==> config.mk <==
export PLATFORM = sky130hd
export DESIGN_NAME = tank_lever_ctrl
export DESIGN_NICKNAME = d
export VERILOG_FILES = /design/src/rtl/tank_lever_ctrl.sv
export SDC_FILE = /design/constraint.sdc
export NUM_CORES = 1
export LEC_CHECK = 0
export CAP_MARGIN = 20
export CORE_MARGIN = 1.5
export CORE_UTILIZATION = 40
export DETAILED_ROUTE_END_ITERATION = 8
export PLACE_DENSITY = 0.64
export SLEW_MARGIN = 20
export SYNTH_ARGS = -nofsm -noshare
export SYNTH_HDL_FRONTEND = slang
export SYNTH_SLANG_ARGS = --single-unit
export TNS_END_PERCENT = 10
==> constraint.sdc <==
create_clock -name clk_sys -period 4.65 [get_ports clk_sys]
set_clock_uncertainty 0.1 [all_clocks]
set_input_delay 0.465 -clock clk_sys [delete_from_list [all_inputs] [get_ports clk_sys]]
set_output_delay 0.465 -clock clk_sys [all_outputs]
set_load 0.02 [all_outputs]
==> src/rtl/tank_lever_ctrl.sv <==
// Joystick/fire input stage: debounces the raw vector, decodes it into twin-tread
// lever targets and runs one reversal-guarded FSM per lever.
module tank_lever_ctrl #(
    parameter int DEB_CYCLES     = 4,
    parameter int NEUTRAL_CYCLES = 3
) (
    input  logic       clk_sys,
    input  logic       reset,
    input  logic [3:0] joy_i,
    input  logic       fire_i,
    output logic       w_fw_n,
    output logic       w_bk_n,
    output logic       x_fw_n,
    output logic       x_bk_n,
    output logic       fire_o
);

    typedef enum logic [1:0] {ST_NEU, ST_FWD, ST_BCK, ST_DEAD} lever_state_t;
    typedef enum logic [1:0] {TGT_N, TGT_F, TGT_B} target_t;

    localparam logic [15:0] DEB_LAST  = 16'(DEB_CYCLES - 1);
    localparam logic [15:0] DEAD_LOAD = 16'(NEUTRAL_CYCLES - 1);

    logic [4:0]  raw;
    logic [4:0]  cand_reg;
    logic [4:0]  acc_reg;
    logic [15:0] cnt_reg;
    logic        fire_reg;

    assign raw = {joy_i, fire_i};

    // cnt saturates at DEB_LAST; acc keeps reloading from cand while the input stays put
    always_ff @(posedge clk_sys) begin
        if (reset) begin
            cand_reg <= '0;
            cnt_reg  <= '0;
            acc_reg  <= '0;
            fire_reg <= 1'b0;
        end else begin
            if (raw != cand_reg) begin
                cand_reg <= raw;
                cnt_reg  <= '0;
            end else if (cnt_reg < DEB_LAST) begin
                cnt_reg <= cnt_reg + 16'd1;
            end else begin
                acc_reg <= cand_reg;
            end
            fire_reg <= acc_reg[0];
        end
    end

    assign fire_o = fire_reg;

    // Index 0 is the left (W) lever, index 1 the right (X) lever.
    target_t lever_tgt [2];

    always_comb begin
        lever_tgt[0] = TGT_N;
        lever_tgt[1] = TGT_N;
        case (acc_reg[4:1])
            4'b1000: begin lever_tgt[0] = TGT_F; lever_tgt[1] = TGT_F; end
            4'b1010: begin lever_tgt[0] = TGT_N; lever_tgt[1] = TGT_F; end
            4'b1001: begin lever_tgt[0] = TGT_F; lever_tgt[1] = TGT_N; end
            4'b0001: begin lever_tgt[0] = TGT_F; lever_tgt[1] = TGT_B; end
            4'b0101: begin lever_tgt[0] = TGT_B; lever_tgt[1] = TGT_N; end
            4'b0100: begin lever_tgt[0] = TGT_B; lever_tgt[1] = TGT_B; end
            4'b0110: begin lever_tgt[0] = TGT_N; lever_tgt[1] = TGT_B; end
            4'b0010: begin lever_tgt[0] = TGT_B; lever_tgt[1] = TGT_F; end
            default: begin lever_tgt[0] = TGT_N; lever_tgt[1] = TGT_N; end
        endcase
    end

    for (genvar gi = 0; gi < 2; gi++) begin : g_lever
        target_t      tgt;
        lever_state_t state_reg;
        lever_state_t state_next;
        logic [15:0]  dcnt_reg;
        logic [15:0]  dcnt_next;
        logic         fw_n_reg;
        logic         bk_n_reg;

        assign tgt = lever_tgt[gi];

        always_comb begin
            state_next = state_reg;
            dcnt_next  = dcnt_reg;
            case (state_reg)
                ST_NEU: begin
                    if (tgt == TGT_F)      state_next = ST_FWD;
                    else if (tgt == TGT_B) state_next = ST_BCK;
                end
                ST_FWD: begin
                    if (tgt == TGT_N) begin
                        state_next = ST_NEU;
                    end else if (tgt == TGT_B) begin
                        state_next = ST_DEAD;
                        dcnt_next  = DEAD_LOAD;
                    end
                end
                ST_BCK: begin
                    if (tgt == TGT_N) begin
                        state_next = ST_NEU;
                    end else if (tgt == TGT_F) begin
                        state_next = ST_DEAD;
                        dcnt_next  = DEAD_LOAD;
                    end
                end
                ST_DEAD: begin
                    // Target wobble here does not reload the dead-time count
                    if (dcnt_reg != 16'd0)  dcnt_next  = dcnt_reg - 16'd1;
                    else if (tgt == TGT_F)  state_next = ST_FWD;
                    else if (tgt == TGT_B)  state_next = ST_BCK;
                    else                    state_next = ST_NEU;
                end
                default: state_next = ST_NEU;
            endcase
        end

        // Outputs decode the state being entered so they change on the same edge
        always_ff @(posedge clk_sys) begin
            if (reset) begin
                state_reg <= ST_NEU;
                dcnt_reg  <= '0;
                fw_n_reg  <= 1'b1;
                bk_n_reg  <= 1'b1;
            end else begin
                state_reg <= state_next;
                dcnt_reg  <= dcnt_next;
                fw_n_reg  <= (state_next != ST_FWD);
                bk_n_reg  <= (state_next != ST_BCK);
            end
        end
    end

    assign w_fw_n = g_lever[0].fw_n_reg;
    assign w_bk_n = g_lever[0].bk_n_reg;
    assign x_fw_n = g_lever[1].fw_n_reg;
    assign x_bk_n = g_lever[1].bk_n_reg;

endmodule

==> summary.md, run 1 <==
| Metric | Value |
|---|---|
| Status | `completed` |
| CP max FO | `18` |
| Sort of element at the end of the critical path | `flip-flop` |
| Fill count | `747` |
| Number of nets with antenna violations after detailed routing | `0` |
| Final Hold Viols | `0` |
| Combined area of all synthesized cells | `3120 um2` |
| Warnings, synthesis | `0` |
| Post-CTS setup buffer count | `0` |
| Buffer depth of the longest clock path | `2` |
| Predominant post-synthesis flop cell | `dfxtp_1` |
| Antenna Diode Count | `0` |
| Synthesis-to-finish area growth | `13.0%` |
| Cells taking the most area after synthesis | `dfxtp_1 (46%), nor2_1 (6.0%), xnor2_1 (5.3%), mux2i_1 (3.5%), xor2_1 (3.4%)` |
| # clock sinks | `71` |
| Number of enable-type register cells in the synthesized netlist | `0` |
| Detailed-route DRC error count | `0` |
| Comb power frac | `2.0%` |
| Largest register FFs | `32` |
| Nets | `between 300 and 400` |
| Initial antenna violation count | `0` |
| Startpoint of the worst register-to-register path | `g_lever[0].dcnt_reg[4]` |
| Detailed-routed wire length on met3 | `between 200 and 250 um` |
| Overall via count from detail_route | `~2,300` |
| Vias in the first global route | `between 2,000 and 2,500` |
| Number of cells traversed by the worst hold path | `1` |
| Core Box Area | `7650 um2` |
| Number of library cell types mapped by synthesis | `between 40 and 50` |
| RSZ-0062 raised after global routing | `no` |
| Capture endpoint of the worst hold path | `cnt_reg[11]` |
| CTS root buf | `clkbuf_8` |
| Clock tree from TritonCTS | `built` |
| Sum Neg Setup Slack | `0 ns` |
| Maximum number of pins on one net before global-route repair | `28` |
| Highest metal layer with signal wires | `met4` |
| Hold buffer count at CTS | `0` |
| Worst flop-to-flop path endpoint | `g_lever[0].dcnt_reg[14]` |
| Switching power of the nets | `0.262 mW` |
| Switching share of total power | `22.1%` |
| Final Non-Filler Cells | `460` |
| Final wirelength | `5500 um` |
| Starting utilization of the core area | `40.8%` |
| Cell Int Power | `slightly above 0.9 mW` |
| Highest ir drop seen on vdd | `0.223 mV` |
| Number of input and output port buffers inserted | `11` |
| Number of iterations in the first detailed-routing pass | `4` |
| Areal power density over the cells | `~340 nW/um2` |
| Sequential area share after synthesis | `45.5%` |
| Depth of the worst register-to-register path | `6` |
| Final worst path period share | `a little over half` |
| Clock network fraction of total power | `46.3%` |
| Minimum clock period | `2.44 ns` |
| Die Y-Extent | `91.3 um` |
| Ratio of routed vias to standard cells | `between 5 and 6` |
| Met2 layer wire length in the routed design | `2370 um` |
| Global-route usage over all layers | `14.5%` |
| Synth Net Count | `around 350` |
| Least-Margin Pin Slew | `just under 1 ns` |
| RePlAce Congestion | `about 0.74` |
| TritonCTS Buffers | `9` |
| Initial detailed-routing violation count | `133` |
| Width of the die | `91.3 um` |
| M1 WL | `roughly 2900 um` |
| Leakage power summed over all cells | `1.34 nW` |
| Cell count after synthesis | `342` |
| Global-route wire length before repair | `roughly 10000 um` |
| Average wire per cell in the routed design | `approximately 12 um` |
| Final design utilization | `46.1%` |
| CP arrival | `2.60 ns` |
| Count of maximum capacitance violations | `0` |
| Clock transition time at the flip-flop clock pins of the worst setup and hold paths | `roughly 0.080 ns` |
| Max-Slew Margin vs Limit | `35.5%` |
| Final setup violation count | `0` |
| Total gr overflow | `0` |
| Number of placement rows | `32` |
| Area of the die | `8340 um2` |
| Hold/Removal Path Class | `reg2reg` |
| Flop-to-flop setup slack | `2.21 ns` |
| Area share of the largest cell type after synthesis | `approximately 46%` |
| Share of layout cells above drive strength 1 | `8.10%` |
| Boundary Pins | `12` |
| Sum of net half-perimeters after detailed placement | `3760 um` |
| Number of cells in the design after placement | `444` |
| Final-report max-slew violation count | `0` |
| Library cell with the largest summed area after synthesis | `dfxtp_1` |
| Crit path required time | `4.81 ns` |
| Post_cts resized | `0` |
| Clock H-tree levels | `3` |
| Maximum achievable frequency | `0.409 GHz` |
| Kind of start point of the critical path | `flip-flop` |
| Proportion of synthesized flip-flops having asynchronous set or reset | `0%` |
| Startpoint-to-endpoint class of the critical path | `reg2reg` |
| Clock latency reported for the late side of the worst-skew pair | `0.34 ns` |
| Worst hold start | `cnt_reg[11]` |
| Synthesized flop and latch total | `71` |
| Sequential cell fraction of total power | `51.6%` |
| Per-instance average area after synthesis | `9.12 um2` |
-- how the worst max path moves through the flow --
stage / startpoint / endpoint / slack [ns] / cells past startpoint
after floorplan: g_lever[1].dcnt_reg[0] / g_lever[1].dcnt_reg[14] / 2.52 / 8
after global placement: fire_i / lever_tgt[1] / 2.13 / 7
after detailed placement: joy_i[0] / lever_tgt[1] / 2.05 / 7
after CTS: g_lever[0].dcnt_reg[4] / g_lever[0].dcnt_reg[14] / 2.20 / 6
after global routing: g_lever[0].dcnt_reg[4] / g_lever[0].dcnt_reg[14] / 2.03 / 6
final: g_lever[0].dcnt_reg[4] / g_lever[0].dcnt_reg[14] / 2.21 / 6
-- power groups by stage --
stage	combinational [mW]	sequential, mW	clock [mW]
2_1_floorplan	0.0155	0.627	0
3_3_place_gp	0.0246	0.628	0
3_5_place_dp	0.0247	0.628	0
4_1_cts	0.0248	0.613	0.561
5_1_grt	0.0275	0.614	0.591
6_report	0.0242	0.613	0.550
-- logic make-up (layout without fill, tap and decap cells) --
family                     count (synthesis)  after routing  share of synthesized area (%)
buffers and inverters                     21             37                           3.09
adders and majority gates                  7              7                           2.65
DFF                                       71             71                           45.5
xor gates and xnor gates                  31             31                           8.70
AOI/OAI and AO/OA                         45             45                           9.18
and+or+nand+nor                          156            156                           27.3
muxes                                     11             11                           3.53
-- cell usage in the layout, fill, tap and decap left out, types with 3 or more instances in the layout --
cell type / synthesis / final
a21oi_1: 19 / 19
a31oi_1: 3 / 3
and2_1: 16 / 16
clkbuf_8: 0 / 9
clkdlybuf4s50_1: 0 / 11
dfxtp_1: 71 / 71
ha_1: 5 / 5
inv_1: 8 / 8
mux2i_1: 11 / 11
nand2_1: 19 / 19
nand3_1: 12 / 12
nand4_1: 4 / 4
nor2_1: 50 / 50
nor2b_1: 13 / 13
nor3_1: 10 / 10
nor4_1: 5 / 5
o21ai_0: 3 / 3
o31ai_1: 3 / 3
or3_1: 7 / 7
or4_4: 3 / 3
xnor2_1: 19 / 19
xor2_1: 12 / 12
-- cell type report --
| cell class | instances | area (um2) | share of cell area [%] |
|---|---|---|---|
| multi-input combinational | 250 | 1600 | 45.4 |
| sequential | 71 | 1420 | 40.3 |
| tap | 102 | 128 | 3.62 |
| timing repair buffer | 13 | 125 | 3.55 |
| clock buffer | 9 | 124 | 3.51 |
| clock inverter | 7 | 96.3 | 2.73 |
| inverter | 8 | 30.0 | 0.851 |
-- critical path: stages, from the launching register on --
cell and delay, ns:
dfxtp_1 0.35, or4_4 0.55, nor3_2 0.23, a31o_1 0.56
a21oi_1 0.23, a21o_1 0.23, a21oi_1 0.10
-- cells in the mapped netlist (2+ instances only) --
cell        n
a21o_1      2
a21oi_1    19
a311oi_1    2
a31oi_1     3
and2_1     16
buf_2       2
buf_6       2
clkbuf_1    9
dfxtp_1    71
ha_1        5
inv_1       8
maj3_1      2
mux2i_1    11
nand2_1    19
nand2b_1    2
nand3_1    12
nand3b_1    2
nand4_1     4
nor2_1     50
nor2b_1    13
nor3_1     10
nor3_2      2
nor3b_1     2
nor4_1      5
o2111ai_1   2
o211ai_1    2
o21ai_0     3
o31ai_1     3
or3_1       7
or4_1       2
or4_4       3
xnor2_1    19
xor2_1     12
-- per-layer routing --
metal	vias to the layer above	track usage, %
met1	1065	19.3
met2	34	22.0
met5	-	0
met4	0	4.69
li1	1202	-
met3	7	4.61
-- stage by stage --
| stage | setup slack [ns] | instance area [um2] | power, mW | hold WS [ns] |
|---|---|---|---|---|
| 6_report | 2.21 | 3530 | 1.19 | 0.365 |
| 5_1_grt | 2.03 | 3530 | 1.23 | 0.385 |
| 4_1_cts | 2.20 | 3530 | 1.20 | 0.367 |
| 3_5_place_dp | 2.05 | 3310 | 0.652 | 0.347 |
| 3_3_place_gp | 2.13 | 3310 | 0.652 | 0.340 |
| 2_1_floorplan | 2.52 | 3120 | 0.642 | 0.309 |
No activity file was read; power rests on OpenSTA's default activity.
==> run 2: changes to the inputs <==
--- a/config.mk
+++ b/config.mk
@@ -9,7 +9,7 @@
 export CORE_MARGIN = 1.5
 export CORE_UTILIZATION = 40
 export DETAILED_ROUTE_END_ITERATION = 8
-export PLACE_DENSITY = 0.64
+export PLACE_DENSITY = 0.66
 export SLEW_MARGIN = 20
 export SYNTH_ARGS = -nofsm -noshare
 export SYNTH_HDL_FRONTEND = slang
==> constraint.sdc (replaced) <==
create_clock -name clk_sys -period 2.18 [get_ports clk_sys]
set_clock_uncertainty 0.1 [all_clocks]
set_input_delay 0.218 -clock clk_sys [delete_from_list [all_inputs] [get_ports clk_sys]]
set_output_delay 0.218 -clock clk_sys [all_outputs]
set_load 0.02 [all_outputs]
==> summary.md, run 2 (synthesis gave the netlist of run 1 again) <==
| Metric | Value |
|---|---|
| Most heavily used metal layer in global routing | `met2 (unchanged)` |
| Final setup violation count | `2 (was 0)` |
| Worst hold-check slack | `0.360 ns (was 0.365 ns)` |
| Most frequent cells in the layout | `dfxtp_1 (68), nor2_1 (50), buf_4 (21) (was dfxtp_1 (71), nor2_1 (50), xnor2_1 (19), nand2_1 (19), a21oi_1 (19))` |
| Areal power density over the cells | `625 nW/um2 (was 337 nW/um2)` |
| Initial detailed-routing violation count | `129 (was 133)` |
| Worst Slack Setup Final | `-0.0945 ns (was 2.21 ns)` |
| Beginning of the critical path | `g_lever[1].dcnt_reg[1] (was g_lever[0].dcnt_reg[4])` |
| TritonCTS Buffers | `9 (unchanged)` |
| Core Box Area | `7650 um2 (unchanged)` |
| Initial antenna violation count | `0 (unchanged)` |
| Number of nets with antenna violations after detailed routing | `0 (unchanged)` |
| Final design utilization | `48.7% (was 46.1%)` |
| Max incr delay on CP | `0.52 ns (was 0.56 ns)` |
| Slowest CP cell | `or4_4 (was a31o_1)` |
| Leakage power summed over all cells | `1.43 nW (was 1.34 nW)` |
| Area of the die | `8340 um2 (unchanged)` |
| Boundary Pins | `12 (unchanged)` |
| Startpoint of the worst register-to-register path | `g_lever[1].dcnt_reg[1] (was g_lever[0].dcnt_reg[4])` |
| RSZ-0062 raised after global routing | `yes (was no)` |
| Kind of start point of the critical path | `flip-flop (unchanged)` |
| Least-Margin Pin Slew | `0.587 ns (was 0.962 ns)` |
| Detailed-route DRC error count | `0 (unchanged)` |
| CP max FO | `3 (was 18)` |
| CTS root buf | `clkbuf_8 (unchanged)` |
| Crit path required time | `2.35 ns (was 4.81 ns)` |
| Minimum clock period | `2.27 ns (was 2.44 ns)` |
| Count of maximum capacitance violations | `0 (unchanged)` |
| Total gr overflow | `0 (unchanged)` |
| Overall via count from detail_route | `2,401 (was 2,308)` |
| Hold/Removal Path Class | `reg2reg (unchanged)` |
| Violated checks | `setup timing` |
| Final Hold Viols | `0 (unchanged)` |
| Nets | `386 (was 365)` |
| Sort of element at the end of the critical path | `flip-flop (unchanged)` |
| # clock sinks | `71 (unchanged)` |
| Final worst path period share | `104% (was 52.6%)` |
| Buffering stage count on the worst path with inverters included | `2 (was 0)` |
| Antenna Diode Count | `0 (unchanged)` |
| Die Y-Extent | `91.3 um (unchanged)` |
| Largest delay contributor family on the critical path | `simple AND/OR/NAND/NOR gates (was compound AO/OA/AOI/OAI gates)` |
| Share of layout cells above drive strength 1 | `16.4% (was 8.10%)` |
| Worst hold start | `cnt_reg[5] (was cnt_reg[11])` |
| Final-report max-slew violation count | `0 (unchanged)` |
| Width of the die | `91.3 um (unchanged)` |
| Status | `complete, but fails checks (was completed)` |
| Critical path, cell by cell | `inv_2 -> ha_4 -> or4b_4 -> nor4_4 -> buf_4 -> a221oi_4 -> nand4_1 -> or4_4 -> a21oi_2 (was or4_4 -> nor3_2 -> a31o_1 -> a21oi_1 -> a21o_1 -> a21oi_1)` |
| Flop-to-flop setup slack | `-0.09 ns (was 2.21 ns)` |
| Global-route usage over all layers | `14.6% (was 14.5%)` |
| CP arrival | `2.44 ns (was 2.60 ns)` |
| Average wire per cell in the routed design | `11.9 um (was 12.0 um)` |
| Global-route wire length before repair | `9720 um (was 9820 um)` |
| Ratio of routed vias to standard cells | `4.99 (was 5.02)` |
| Max-Slew Margin vs Limit | `60.7% (was 35.5%)` |
| Number of iterations in the first detailed-routing pass | `4 (unchanged)` |
| Global-route track usage on met2 | `21.4% (was 22.0%)` |
| Vias in the first global route | `2,189 (was 2,186)` |
| Maximum achievable frequency | `0.440 GHz (was 0.409 GHz)` |
| Number of input and output port buffers inserted | `11 (unchanged)` |
| Synthesis-to-finish area growth | `19.3% (was 13.0%)` |
| Buffer depth of the longest clock path | `2 (unchanged)` |
| Clock latency reported for the late side of the worst-skew pair | `0.35 ns (was 0.34 ns)` |
| RePlAce Congestion | `0.828 (was 0.739)` |
| Number of placement rows | `32 (unchanged)` |
| Starting utilization of the core area | `40.8% (unchanged)` |
| Clock H-tree levels | `3 (unchanged)` |
| Hold buffer count at CTS | `0 (unchanged)` |
| Fraction of met1 tracks used by global routing | `19.5% (was 19.3%)` |
| Largest register FFs | `32 (unchanged)` |
| Clock transition time at the flip-flop clock pins of the worst setup and hold paths | `0.07 ns (was 0.08 ns)` |
| Fill count | `707 (was 747)` |
| Highest ir drop seen on vdd | `0.305 mV (was 0.223 mV)` |
| Final wirelength | `5740 um (was 5500 um)` |
| Clock tree from TritonCTS | `built (unchanged)` |
| Maximum number of pins on one net before global-route repair | `21 (was 28)` |
| Sum of net half-perimeters after detailed placement | `3890 um (was 3760 um)` |
| Startpoint-to-endpoint class of the critical path | `reg2reg (unchanged)` |
| Leading cell type in the layout, fill and taps excluded | `dfxtp_1 (unchanged)` |
| Met3 capacity usage during global routing | `3.02% (was 4.61%)` |
## run 2: metrics by stage
stage	power, mW	std cells	TNS [ns]	cell area [um2]	setup slack [ns]
2_1_floorplan	1.37	342	0	3120	0.0515
3_3_place_gp	1.39	460	-0.00504	3430	-0.00504
3_5_place_dp	1.39	460	-0.111	3430	-0.0723
4_1_cts	2.35	476	0	3620	0.00166
5_1_grt	2.41	481	-0.468	3720	-0.160
6_report	2.33	481	-0.105	3720	-0.0945
## run 2: power by group
part	internal [mW]	leakage [nW]	total [mW]	switching, mW
Combinational	0.0260	0.767	0.0542	0.0282
Clock	0.473	0.0894	0.964	0.491
Sequential	1.30	0.575	1.31	0.00705
Total	1.80	1.43	2.33	0.527
## run 2: final cells by class
| type | count | area, um2 | share of cell area (%) |
|---|---|---|---|
| Tap cell | 102 | 128 | 3.43 |
| Sequential cell | 71 | 1430 | 38.3 |
| Multi-Input combinational cell | 250 | 1670 | 44.9 |
| Clock buffer | 13 | 159 | 4.27 |
| Timing Repair Buffer | 34 | 290 | 7.80 |
| Inverter | 8 | 30.0 | 0.807 |
| Clock inverter | 3 | 17.5 | 0.471 |
## run 2: repair_timing
action,CTS,global route
pin swaps,1,10
gates resized for setup,3,19
endpoints found under the setup margin,9,23
buffers inserted,0,5
hold endpoints to repair,0,0
## run 2: metal layers
layer	routed length, um	share of wire [%]
met5	0	0
met4	129	2.2
met3	187	3.3
met2	2530	44
met1	2900	50
## run 2: path summary, 6_finish.rpt
kind | to | cells past startpoint
worst max register to register | g_lever[1].dcnt_reg[14] | 9
worst max-delay path | g_lever[1].dcnt_reg[14] | 9
worst min-delay path | cnt_reg[5] | 1
worst min register to register | cnt_reg[5] | 1
==> run 3: changes to the inputs <==
==> constraint.sdc (replaced) <==
create_clock -name clk_sys -period 2.18 [get_ports clk_sys]
set_clock_uncertainty 0.1 [all_clocks]
set_input_delay 0.654 -clock clk_sys [delete_from_list [all_inputs] [get_ports clk_sys]]
set_output_delay 0.654 -clock clk_sys [all_outputs]
set_load 0.02 [all_outputs]
==> summary.md, run 3 (synthesis gave the netlist of run 1 again) <==
| Metric | Value |
|---|---|
| Sort of element at the end of the critical path | `flip-flop (unchanged)` |
| Final setup violation count | `0 (was 2)` |
| Number of nets with antenna violations after detailed routing | `0 (unchanged)` |
| Final-report max-slew violation count | `0 (unchanged)` |
| Overall via count from detail_route | `2,416 (was 2,401)` |
| Clock H-tree levels | `3 (unchanged)` |
| Max-Slew Margin vs Limit | `59.0% (was 60.7%)` |
| Initial detailed-routing violation count | `104 (was 129)` |
| CP max FO | `7 (was 3)` |
| Final Non-Filler Cells | `490 (was 481)` |
| Boundary Pins | `12 (unchanged)` |
| Number of placement rows | `32 (unchanged)` |
| Number of iterations in the first detailed-routing pass | `5 (was 4)` |
| Largest register FFs | `32 (unchanged)` |
| Area of the die | `8340 um2 (unchanged)` |
| CTS root buf | `clkbuf_8 (unchanged)` |
| Maximum number of pins on one net before global-route repair | `17 (was 21)` |
| Startpoint-to-endpoint class of the critical path | `reg2reg (unchanged)` |
| Leakage power summed over all cells | `1.49 nW (was 1.43 nW)` |
| Die Y-Extent | `91.3 um (unchanged)` |
| Synthesis-to-finish area growth | `21.1% (was 19.3%)` |
| Sequential cell fraction of total power | `55.7% (was 56.2%)` |
| Least-Margin Pin Slew | `0.615 ns (was 0.587 ns)` |
| # clock sinks | `71 (unchanged)` |
| Number of cells in the design after placement | `473 (was 460)` |
| Antenna Diode Count | `0 (unchanged)` |
| TritonCTS Buffers | `9 (unchanged)` |
| Ratio of routed vias to standard cells | `4.93 (was 4.99)` |
| Crit path required time | `2.32 ns (was 2.35 ns)` |
| Highest ir drop seen on vdd | `0.334 mV (was 0.305 mV)` |
| Clock transition time at the flip-flop clock pins of the worst setup and hold paths | `0.07 ns (about the same)` |
| Total gr overflow | `0 (unchanged)` |
| Final Hold Viols | `0 (unchanged)` |
| RePlAce Congestion | `0.823 (was 0.828)` |
| Leading cell type in the layout, fill and taps excluded | `dfxtp_1 (unchanged)` |
| Switching power of the nets | `0.495 mW (was 0.527 mW)` |
| Buffer depth of the longest clock path | `2 (unchanged)` |
| Sum of net half-perimeters after detailed placement | `4020 um (was 3890 um)` |
| Width of the die | `91.3 um (unchanged)` |
| Buffering stage count on the worst path with inverters included | `1 (was 2)` |
| CP arrival | `2.25 ns (was 2.44 ns)` |
| Starting utilization of the core area | `40.8% (unchanged)` |
| Critical path, cell by cell | `or4_4 -> nor4_4 -> buf_4 -> o21ai_4 -> nand3b_1 -> xor2_1 -> nor2_1 (was inv_2 -> ha_4 -> or4b_4 -> nor4_4 -> buf_4 -> a221oi_4 -> nand4_1 -> or4_4 -> a21oi_2)` |
| Hold/Removal Path Class | `reg2reg (unchanged)` |
| Core Box Area | `7650 um2 (unchanged)` |
| Global-route usage over all layers | `14.8% (was 14.6%)` |
| Count of maximum capacitance violations | `0 (unchanged)` |
| Nets | `397 (was 386)` |
| Number of input and output port buffers inserted | `11 (unchanged)` |
| Cell Int Power | `1.86 mW (was 1.80 mW)` |
| Areal power density over the cells | `623 nW/um2 (was 625 nW/um2)` |
| Clock network fraction of total power | `41.8% (was 41.4%)` |
| Vias in the first global route | `2,213 (was 2,189)` |
| Clock latency reported for the late side of the worst-skew pair | `0.34 ns (was 0.35 ns)` |
| Global-route wire length before repair | `9830 um (was 9720 um)` |
| Average wire per cell in the routed design | `12.2 um (was 11.9 um)` |
| Comb power frac | `2.6% (was 2.3%)` |
| Maximum achievable frequency | `0.474 GHz (was 0.440 GHz)` |
| Switching share of total power | `21.0% (was 22.6%)` |
| Minimum clock period | `2.11 ns (was 2.27 ns)` |
| Most frequent cells in the layout | `dfxtp_1 (70), nor2_1 (50), buf_4 (32) (was dfxtp_1 (68), nor2_1 (50), buf_4 (21))` |
| Detailed-route DRC error count | `0 (unchanged)` |
| Share of layout cells above drive strength 1 | `16.0% (was 16.4%)` |
| Post-layout total power | `2.35 mW (was 2.33 mW)` |
| Slowest CP cell | `or4_4 (unchanged)` |
| Status | `completed (was complete, but fails checks)` |
| Initial antenna violation count | `0 (unchanged)` |
| Clock tree from TritonCTS | `built (unchanged)` |
| Final wirelength | `5960 um (was 5740 um)` |
| Final worst path period share | `96.7% (was 104%)` |
| Largest delay contributor family on the critical path | `simple AND/OR/NAND/NOR gates (unchanged)` |
| RSZ-0062 raised after global routing | `yes (unchanged)` |
| Max incr delay on CP | `0.58 ns (was 0.52 ns)` |
| Kind of start point of the critical path | `flip-flop (unchanged)` |
[run 3: power groups by stage]
stage,Clock [mW],Sequential [mW],Combinational (mW)
final,0.983,1.31,0.0608
after CTS,1.01,1.31,0.0601
after global placement,0,1.34,0.0591
after global routing,1.06,1.31,0.0674
after detailed placement,0,1.34,0.0601
after floorplan,0,1.34,0.0330
[run 3: through the flow]
stage	hold slack [ns]	setup slack [ns]	utilization, %	area [um2]	setup TNS [ns]
2_1_floorplan	0.309	0.0515	-	3120	0
3_3_place_gp	0.343	-0.196	46.3	3540	-1.67
3_5_place_dp	0.345	-0.272	46.3	3540	-3.05
4_1_cts	0.366	0.0369	49.0	3740	0
5_1_grt	0.379	-0.0535	49.4	3780	-0.369
6_report	0.359	0.0714	49.4	3780	0
[run 3: final timing paths]
kind / startpoint / end / slack, ns / cells past startpoint
hold / removal: cnt_reg[8] / cnt_reg[8] / 0.36 / 1
setup / recovery: g_lever[1].dcnt_reg[8] / g_lever[1].dcnt_reg[3] / 0.07 / 7
hold reg to reg: cnt_reg[8] / cnt_reg[8] / 0.36 / 1
setup reg to reg: g_lever[1].dcnt_reg[8] / g_lever[1].dcnt_reg[3] / 0.07 / 7
[run 3: cell type report]
type | instances | area (um2)
tap | 102 | 128
timing repair buffer | 44 | 370
multi-input combinational | 251 | 1640
inverter | 8 | 30.0
clock buffer | 14 | 183
fill | 692 | 3870
sequential | 71 | 1420
[run 3: metal layers]
| layer | track usage [%] | part of all wire, % | vias up |
|---|---|---|---|
| li1 | - | - | 1263 |
| met1 | 19.7 | 50 | 1099 |
| met2 | 21.7 | 44 | 38 |
| met3 | 3.02 | 3.1 | 16 |
| met4 | 9.24 | 2.7 | 0 |
| met5 | 0 | 0 | - |
[run 3: repair_timing]
action | CTS | global route
gates resized for setup | 3 | 4
pin swaps | 1 | 6
gates cloned | 0 | 1
hold buffers | 0 | 0
setup buffers | 1 | 1
setup endpoints to repair | 6 | 23
